[config.mk]
export PLATFORM = sky130hd
export DESIGN_NAME = pipe_skid_stage_flat
export DESIGN_NICKNAME = d
export VERILOG_FILES = /design/src/rtl/pipe_skid_stage_if.sv /design/src/rtl/pipe_skid_stage.sv /design/src/flat_wrapper.sv
export SDC_FILE = /design/constraint.sdc
export NUM_CORES = 1
export LEC_CHECK = 0
export BUFFER_PORTS_ARGS = -buffer_cell sky130_fd_sc_hd__buf_2
export CAP_MARGIN = 20
export CORE_MARGIN = 2
export CORE_UTILIZATION = 40
export CTS_CLUSTER_SIZE = 10
export DETAILED_ROUTE_END_ITERATION = 8
export GPL_TIMING_DRIVEN = 0
export HOLD_SLACK_MARGIN = 0.02
export PLACE_DENSITY_LB_ADDON = 0.25
export SETUP_SLACK_MARGIN = 0.2
export SLEW_MARGIN = 20
export SYNTH_ARGS = -nofsm -noshare
export SYNTH_HDL_FRONTEND = slang
export SYNTH_SLANG_ARGS = --single-unit
[constraint.sdc]
create_clock -name clk -period 1.5 [get_ports clk]
set_input_delay 0.225 -clock clk [delete_from_list [all_inputs] [get_ports clk]]
set_output_delay 0.225 -clock clk [all_outputs]
set_load 0.02 [all_outputs]
[src/rtl/pipe_skid_stage_if.sv]
`default_nettype none
// ============================================================================
// Module   : pipe_skid_stage_if
// Brief    : Valid/ready handshake bundle for the upstream and downstream sides
// Revision : 1.0
// ============================================================================
interface pipe_skid_stage_if #(
    parameter int DATA_W = 64
);
    logic              in_valid;
    logic              in_ready;
    logic [DATA_W-1:0] in_data;
    logic              out_valid;
    logic              out_ready;
    logic [DATA_W-1:0] out_data;

    // Stage side: consumes the upstream request and presents the downstream one.
    modport slave (
        input  in_valid,
        input  in_data,
        input  out_ready,
        output in_ready,
        output out_valid,
        output out_data
    );

    // Environment side: drives upstream payload and downstream acceptance.
    modport master (
        output in_valid,
        output in_data,
        output out_ready,
        input  in_ready,
        input  out_valid,
        input  out_data
    );
endinterface
`default_nettype wire

[src/rtl/pipe_skid_stage.sv]
`default_nettype none
// ============================================================================
// Module   : pipe_skid_stage
// Brief    : Two-entry skid buffer pipeline stage with flush and perf counters.
//            Counters exist only when PIPE_SKID_STAGE_PERF_EN is defined.
// Revision : 1.0
// ============================================================================
module pipe_skid_stage #(
    parameter int                DATA_W     = 64,
    parameter logic [DATA_W-1:0] BUBBLE_VAL = {DATA_W{1'b0}}
) (
    input  wire logic           clk,
    input  wire logic           rst,
    input  wire logic           flush,
    pipe_skid_stage_if.slave    bus,
    output logic [31:0]         perf_stall_cnt,
    output logic [31:0]         perf_kill_cnt
);

    typedef enum logic [1:0] {
        ST_EMPTY = 2'd0,
        ST_ONE   = 2'd1,
        ST_FULL  = 2'd2
    } state_t;

    state_t            r_state;
    logic [DATA_W-1:0] r_main;
    logic [DATA_W-1:0] r_skid;
    logic              r_in_ready;
    logic              r_out_valid;

    logic w_push;
    logic w_pop;

    // Handshake qualifiers use only registered flags, so in_ready has no
    // combinational dependence on out_ready.
    assign w_push = bus.in_valid && r_in_ready;
    assign w_pop  = r_out_valid && bus.out_ready;

    assign bus.in_ready  = r_in_ready;
    assign bus.out_valid = r_out_valid;
    assign bus.out_data  = r_main;

    always_ff @(posedge clk) begin
        if (rst || flush) begin
            r_state     <= ST_EMPTY;
            r_main      <= BUBBLE_VAL;
            r_skid      <= BUBBLE_VAL;
            r_in_ready  <= 1'b1;
            r_out_valid <= 1'b0;
        end else begin
            case (r_state)
                ST_EMPTY: begin
                    if (w_push) begin
                        r_main      <= bus.in_data;
                        r_state     <= ST_ONE;
                        r_out_valid <= 1'b1;
                    end
                end
                ST_ONE: begin
                    if (w_push && w_pop) begin
                        r_main <= bus.in_data;
                    end else if (w_push) begin
                        r_skid     <= bus.in_data;
                        r_state    <= ST_FULL;
                        r_in_ready <= 1'b0;
                    end else if (w_pop) begin
                        // Main returns to the bubble so out_data is clean when idle.
                        r_main      <= BUBBLE_VAL;
                        r_state     <= ST_EMPTY;
                        r_out_valid <= 1'b0;
                    end
                end
                ST_FULL: begin
                    if (w_pop) begin
                        r_main     <= r_skid;
                        r_skid     <= BUBBLE_VAL;
                        r_state    <= ST_ONE;
                        r_in_ready <= 1'b1;
                    end
                end
                default: begin
                    r_state     <= ST_EMPTY;
                    r_main      <= BUBBLE_VAL;
                    r_skid      <= BUBBLE_VAL;
                    r_in_ready  <= 1'b1;
                    r_out_valid <= 1'b0;
                end
            endcase
        end
    end

`ifdef PIPE_SKID_STAGE_PERF_EN
    logic [31:0] r_stall_cnt;
    logic [31:0] r_kill_cnt;
    logic [1:0]  w_held;
    logic [1:0]  w_kill_n;
    logic [32:0] w_kill_sum;
    logic        w_stall;

    always_comb begin
        w_held = 2'd0;
        case (r_state)
            ST_ONE:  w_held = 2'd1;
            ST_FULL: w_held = 2'd2;
            default: w_held = 2'd0;
        endcase
    end

    // A pop during flush was taken downstream, so it is not a kill.
    assign w_kill_n   = flush ? (w_held - {1'b0, w_pop}) : 2'd0;
    assign w_kill_sum = {1'b0, r_kill_cnt} + {31'd0, w_kill_n};
    assign w_stall    = r_out_valid && !bus.out_ready && !flush;

    always_ff @(posedge clk) begin
        if (rst) begin
            r_stall_cnt <= 32'd0;
            r_kill_cnt  <= 32'd0;
        end else begin
            if (w_stall && (r_stall_cnt != 32'hFFFF_FFFF)) begin
                r_stall_cnt <= r_stall_cnt + 32'd1;
            end
            r_kill_cnt <= w_kill_sum[32] ? 32'hFFFF_FFFF : w_kill_sum[31:0];
        end
    end

    assign perf_stall_cnt = r_stall_cnt;
    assign perf_kill_cnt  = r_kill_cnt;
`else
    assign perf_stall_cnt = 32'd0;
    assign perf_kill_cnt  = 32'd0;
`endif

endmodule
`default_nettype wire

[src/flat_wrapper.sv]
// flat-port wrapper written by rule: the top's interface ports become plain ports
module pipe_skid_stage_flat 
#(
    parameter int                DATA_W     = 64,
    parameter logic [DATA_W-1:0] BUBBLE_VAL = {DATA_W{1'b0}}
)
  (clk, rst, flush, perf_stall_cnt, perf_kill_cnt, bus_in_valid, bus_in_data, bus_out_ready, bus_in_ready, bus_out_valid, bus_out_data);
  pipe_skid_stage_if #(.DATA_W(DATA_W)) bus_i ();
  input  wire logic clk;
  input  wire logic rst;
  input  wire logic flush;
  output logic [31:0] perf_stall_cnt;
  output logic [31:0] perf_kill_cnt;
  input wire logic [$bits(bus_i.in_valid)-1:0] bus_in_valid;
  input wire logic [$bits(bus_i.in_data)-1:0] bus_in_data;
  input wire logic [$bits(bus_i.out_ready)-1:0] bus_out_ready;
  output wire logic [$bits(bus_i.in_ready)-1:0] bus_in_ready;
  output wire logic [$bits(bus_i.out_valid)-1:0] bus_out_valid;
  output wire logic [$bits(bus_i.out_data)-1:0] bus_out_data;
  assign bus_i.in_valid = bus_in_valid;
  assign bus_i.in_data = bus_in_data;
  assign bus_i.out_ready = bus_out_ready;
  assign bus_in_ready = bus_i.in_ready;
  assign bus_out_valid = bus_i.out_valid;
  assign bus_out_data = bus_i.out_data;
  pipe_skid_stage #(.DATA_W(DATA_W), .BUBBLE_VAL(BUBBLE_VAL)) u_core (.clk(clk), .rst(rst), .flush(flush), .bus(bus_i), .perf_stall_cnt(perf_stall_cnt), .perf_kill_cnt(perf_kill_cnt));
endmodule
After elaboration in Yosys (flattened, before gate mapping)
Index checks and enable logic that the tools add are counted.

operators by class
  bitwise logic cells = 2
  mux-type cells = 23
  equality and inequality tests = 11
  reductions and logical operators = 9

operators with widths
  kind                                            count
  2-to-1 mux 64 bit                               6
  case mux 64 bit (3 select lines)                2
  AND reduction 4 bit                             3
  2-to-1 mux 2 bit                                5
  != test 2 x 1 -> 1 bit (second input constant)  4
  2-to-1 mux 1 bit                                7
  != test 3 x 1 -> 1 bit (second input constant)  2
  case mux 1 bit (3 select lines)                 2
  case mux 2 bit (3 select lines)                 1
  AND reduction 5 bit                             1
  != test 2 bit (second input constant)           2
  logical AND 1 bit                               3
  != test 3 bit (second input constant)           1
  == test 2 x 1 -> 1 bit (second input constant)  1
  == test 2 bit (second input constant)           1
  zero test 2 bit                                 1
  inverter 1 bit                                  2
  logical OR 1 bit                                1

storage, ports and cells
  register bits after elaboration = 132
  bits of input ports = 69

Logic depth before layout (Yosys ltp)
  depth in word-level cells = 5
  depth in mapped cells = 7
  gate-level depth less buffers = 4

Worst setup path before layout
Ideal clock, no wire load.

  path kind = reg2reg
  start point = register u_core.r_in_ready, in the netlist u_core.bus.in_ready
  end point = register u_core.r_main[57], in the netlist u_core.bus.out_data[57]
  path buffers = 3
  setup time = 0.100 ns
  period minus slack after synthesis = 1.593 ns
  setup slack = -0.093 ns
  stages on the path, launching flop included = 7
  arrival = 1.494 ns
  path through = dfxtp_1 -> and2_1 -> buf_2 -> buf_4 -> buf_2 -> a21oi_1 -> a2111oi_4

on the way
  word-level cells in the longest chain between the ends = 4
  elaborated cells between the ends (all ways) = 8

RTL lines
  what                                                                               line                   RTL
  start: declaration                                                                 pipe_skid_stage.sv:29  logic r_in_ready;
  start signal: assignment                                                           pipe_skid_stage.sv:49  r_in_ready <= 1'b1;
  start signal: assignment                                                           pipe_skid_stage.sv:66  r_in_ready <= 1'b0;
  start signal: assignment                                                           pipe_skid_stage.sv:79  r_in_ready <= 1'b1;
  logical AND 1 bit (*)                                                              pipe_skid_stage.sv:37  assign w_push = bus.in_valid && r_in_ready;
  logical AND 1 bit                                                                  pipe_skid_stage.sv:61  if (w_push && w_pop) begin
  != test 3 bit (no line), or another cell as far along                              n/a
  AND reduction 4 bit (no line) or case mux 64 bit (3 select lines) (tied branches)  n/a
  end signal: assignment                                                             pipe_skid_stage.sv:55  r_main <= bus.in_data;
  end signal: assignment                                                             pipe_skid_stage.sv:62  r_main <= bus.in_data;
  end signal: assignment                                                             pipe_skid_stage.sv:76  r_main <= r_skid;
  end: declaration                                                                   pipe_skid_stage.sv:27  logic [DATA_W-1:0] r_main;

Mark *: on every way between the ends. The rest lies on a longest branch, timed or not.
A chain may end at the register's enable or synchronous reset.

Worst setup path in the final report
  start point = register u_core.r_state[0]
  end point = register u_core.r_main[41], in the netlist u_core.bus.out_data[41]

on the way
  word-level cells in the longest chain between the ends = 3
  elaborated cells between the ends (all ways) = 9

RTL lines
  what                                                   line                   RTL
  start: declaration                                     pipe_skid_stage.sv:26  state_t r_state;
  start signal: assignment                               pipe_skid_stage.sv:46  r_state <= ST_EMPTY;
  start signal: assignment                               pipe_skid_stage.sv:56  r_state <= ST_ONE;
  start signal: assignment                               pipe_skid_stage.sv:65  r_state <= ST_FULL;
  == test 2 x 1 -> 1 bit, or another cell as far along   pipe_skid_stage.sv:52  case (r_state)
  != test 3 bit (no line), or another cell as far along  n/a
  AND reduction 4 bit (no line)                          n/a

Several ways; a longest one is shown, not always the timed one.

==> impl_results.md <==
* Number of vias per cell after detailed routing at 4.934
* TritonCTS clock tree: built
* Core area at ~0.017 mm^2
* Number of warnings reported in the yosys synthesis log at 0
* Final total power at between 9 and 10 mW
* Master of the slowest instance on the critical path: sky130_fd_sc_hd__a2111oi_2
* CTS max path bufs at 2
* Tot GR Track Use at 0.2062
* Die Outline Area at 0.01834 mm^2
* Die span in y at 135.4 um
* Number of antenna violations at the first check in global routing at 0
* Number of nets at the end of the flow at ~1100
* Share of power burned in combinational logic at 0.207
* Number of rows created at floorplan at 48
* Slowest Stage Delay on Critical Path at 0.35 ns
* Count of flip-flops with a built-in enable after synthesis at 0
* Netlist Area Pre-Place at 0.006908 mm^2
* Detail Placement HPWL at 12.33 mm
* Proportion of netlist area held by the largest area contributor at 0.3825
* Setup repair after global routing missed its margin: yes
* Worst setup margin at -0.1342 ns
* Leading cell types by count after synthesis: sky130_fd_sc_hd__nand2_1, sky130_fd_sc_hd__dfxtp_1, sky130_fd_sc_hd__buf_4
* Power spent charging and discharging nets at between 2 and 3 mW
* Initial detailed-routing violation count at 354
* Final routed DRC violation total at 0
* Number of max-cap violations at 0
* Internal power component at 6.878 mW
* Final Core Density at 0.6015
* Clock slew at the register clock pins of the worst setup and hold paths at approximately 0.060 ns
* Worst hold path class: in2reg
* FFs w/ async S/R, synth at 0
* Remaining Overflow, GRT at 0
* Final hold violations at 0
* Mapped Avg Cell Area at 8.592 um^2
* Die extent in x at 135.4 um
* Violations in the final reports: negative setup slack
* Capturing element type of the critical path: register
* Initial core utilization at 0.4036
* Kind of start point of the critical path: register
* Antenna diodes at 0
* Peak fanout along the critical path at 10
* Quantity of I/O buffers inserted on ports at 134
* Delay-heaviest family, CP: compound AO/OA/AOI/OAI gates
* Hold slack at 0.06273 ns
* H-tree levels at 4
* Cell accounting for the most synthesized area: sky130_fd_sc_hd__dfxtp_1
* Cell count after synthesis at 804
* Setup tns final at -7.552 ns
* Flip-flop and latch count after synthesis at 132
* Result of the run: finished, violations left
* Critical path required time at between 1.5 and 2 ns
* Number of global-route vias before repair at 5732
* CTS buffer count at 17
* Category of the most critical setup path: reg2reg
* Layout filler cell count at 1484
* Iteration count of the initial detailed-routing pass at 5
* Routed wire length at 19.43 mm
* Most repeated cell in the gate-level netlist after synthesis: sky130_fd_sc_hd__nand2_1
* Leading post-synthesis cells by cell area: sky130_fd_sc_hd__dfxtp_1, sky130_fd_sc_hd__a2111oi_2, sky130_fd_sc_hd__mux2i_1, sky130_fd_sc_hd__buf_4, sky130_fd_sc_hd__nand2_1
* Growth of design area from synthesis to finish at 49.05%
* Source-to-sink clock delay at the later pin of the worst-skew pair at 0.43 ns
* Final period demand of the worst path at roughly 1.6 ns
* Switching share of power at 0.2825
* Pin count of the biggest net entering global routing at 17
* Wire length per cell after detailed routing at 15.11 um
* First-pass GRT wire length at 29.57 mm
* Fraction of layout instances using a drive strength above 1 at 0.4119
* Maximum clock frequency at 0.6119 GHz
* Cell-by-cell trace of the critical path: and2b_2 > o21ai_4 > o31ai_4 > buf_12 > buf_12 > a2111oi_2
* Clock network power share at 0.409
* Number of hold buffers added after cts at 0
* Data arrival at the endpoint of the critical path at roughly 2.0 ns
* Count of distinct cell types in the synthesized netlist at 33
* Final period utilization at 1.089
* Total number of vias at 6345
* Share of synthesized area occupied by flip-flops and latches at 0.3825
* I/O pin total at 199
* Final setup fails at 104
* CTS sink cnt at roughly 130
* Power per Cell Area at 931.0 mW/mm^2
* Critical path buffer and inverter count at 2
* Maximum resistive drop on vdd at 850.8 uV
* Number of max-slew violations in the final report at 0
* Minimum setup slack after placement at -0.4434 ns
* Post-route clock skew at 0.01211 ns
* Root Buffer: sky130_fd_sc_hd__clkbuf_16
* Critical Path Most Common Cell: sky130_fd_sc_hd__buf_12
* Lkg Pwr at between 4 and 5 nW
* Antenna viol nets, final at 0
* Sequential share of power at 0.383
* Routability congestion estimate from global placement at 0.7504
* Main flop type after synthesis: sky130_fd_sc_hd__dfxtp_1
## tightest hold or removal path: cells and delay by family
| kind | cells | cell delay, ns |
|---|---|---|
| buf+inv | 1 | 0.11 |
| mux | 1 | 0.05 |
| simple gates | 1 | 0.05 |
## power by group through the flow
stage	Sequential [mW]	Clock, mW	Combinational (mW)
2_1_floorplan	3.87	0	1.01
3_3_place_gp	3.75	0	1.56
3_5_place_dp	3.75	0	1.56
4_1_cts	3.67	3.96	1.84
5_1_grt	3.69	4.16	2.11
6_report	3.67	3.92	1.99
## cells in the final DEF (no fill, tap or decap), types with 9 or more instances in the layout
master / Yosys / routed
sky130_fd_sc_hd__a2111oi_2: 60 / 14
sky130_fd_sc_hd__a2111oi_4: 1 / 47
sky130_fd_sc_hd__a21oi_1: 68 / 66
sky130_fd_sc_hd__buf_12: 0 / 18
sky130_fd_sc_hd__buf_2: 23 / 134
sky130_fd_sc_hd__buf_4: 73 / 83
sky130_fd_sc_hd__buf_6: 7 / 11
sky130_fd_sc_hd__buf_8: 0 / 11
sky130_fd_sc_hd__bufbuf_16: 0 / 9
sky130_fd_sc_hd__clkbuf_16: 0 / 18
sky130_fd_sc_hd__clkbuf_4: 0 / 10
sky130_fd_sc_hd__conb_1: 1 / 64
sky130_fd_sc_hd__dfxtp_1: 132 / 128
sky130_fd_sc_hd__inv_1: 64 / 64
sky130_fd_sc_hd__mux2i_1: 64 / 63
sky130_fd_sc_hd__nand2_1: 134 / 133
sky130_fd_sc_hd__nor2_1: 66 / 21
sky130_fd_sc_hd__nor2_2: 0 / 41
sky130_fd_sc_hd__o21ai_0: 65 / 53
sky130_fd_sc_hd__o21ai_1: 0 / 12
## registers in the layout, summed over array words and instances, names as in the netlist
signal and flops:
u_core.bus.in_ready 1, u_core.bus.out_valid 1, u_core.r_state 2, u_core.r_skid 64, u_core.bus.out_data 64
## per-stage QoR
step | std cells | instance area, um^2
6_report | 1286 | 10300
5_1_grt | 1286 | 10300
4_1_cts | 1276 | 9836
3_5_place_dp | 1226 | 8368
3_3_place_gp | 1226 | 8368
2_1_floorplan | 867 | 7416
## worst paths after layout
kind                                        from                                   end  cells after the start  slack (ns)
hold reg to reg   u_core.r_skid[59]$_SDFFE_PP0P_        u_core.r_skid[59]$_SDFFE_PP0P_                      2        0.45
setup reg to reg  u_core.r_state[0]$_SDFFE_PP0P_  u_core.bus.out_data[41]$_SDFFE_PP0P_                      6       -0.13
setup / recovery  u_core.r_state[0]$_SDFFE_PP0P_  u_core.bus.out_data[41]$_SDFFE_PP0P_                      6       -0.13
hold / removal                   bus_in_data[58]        u_core.r_skid[58]$_SDFFE_PP0P_                      3        0.06
## cells by family after synthesis
kind of cell           Yosys count  share of synthesized area
buffers and inverters          190                     0.1561
other                            1                  0.0005429
and+or+nand+nor                214                     0.1228
AOI/OAI and AO/OA              203                     0.2452
DFF                            132                     0.3825
muxes                           64                    0.09274
## layout make-up
type	count	area (um^2)	share of cell area
repair buffers	165	1227	0.1192
clock inverters	5	52.55	0.005104
multi-input cells	545	4172	0.4052
flip-flops and latches	132	2650	0.2574
plain buffers	126	1181	0.1147
clock buffers	24	491.7	0.04776
inverters	64	240.2	0.02333
well taps	225	281.5	0.02734
## repair_timing
item                                    4_1_cts  5_1_grt
cloned                                       10        1
pin swaps                                     2        4
endpoints found under the hold margin         0        0
setup buffers                                11        9
gates resized for setup                     105       53
endpoints found under the setup margin      131      131
## layer usage
layer  vias up  track usage  routed length, um
met4         0      0.07002                258
met5         -            0                  0
met1      3017       0.2746               8755
li1       3110            -                  -
met3        27      0.05462               1078
met2       191       0.3246               9335
Power figures use the tool's default switching activity.
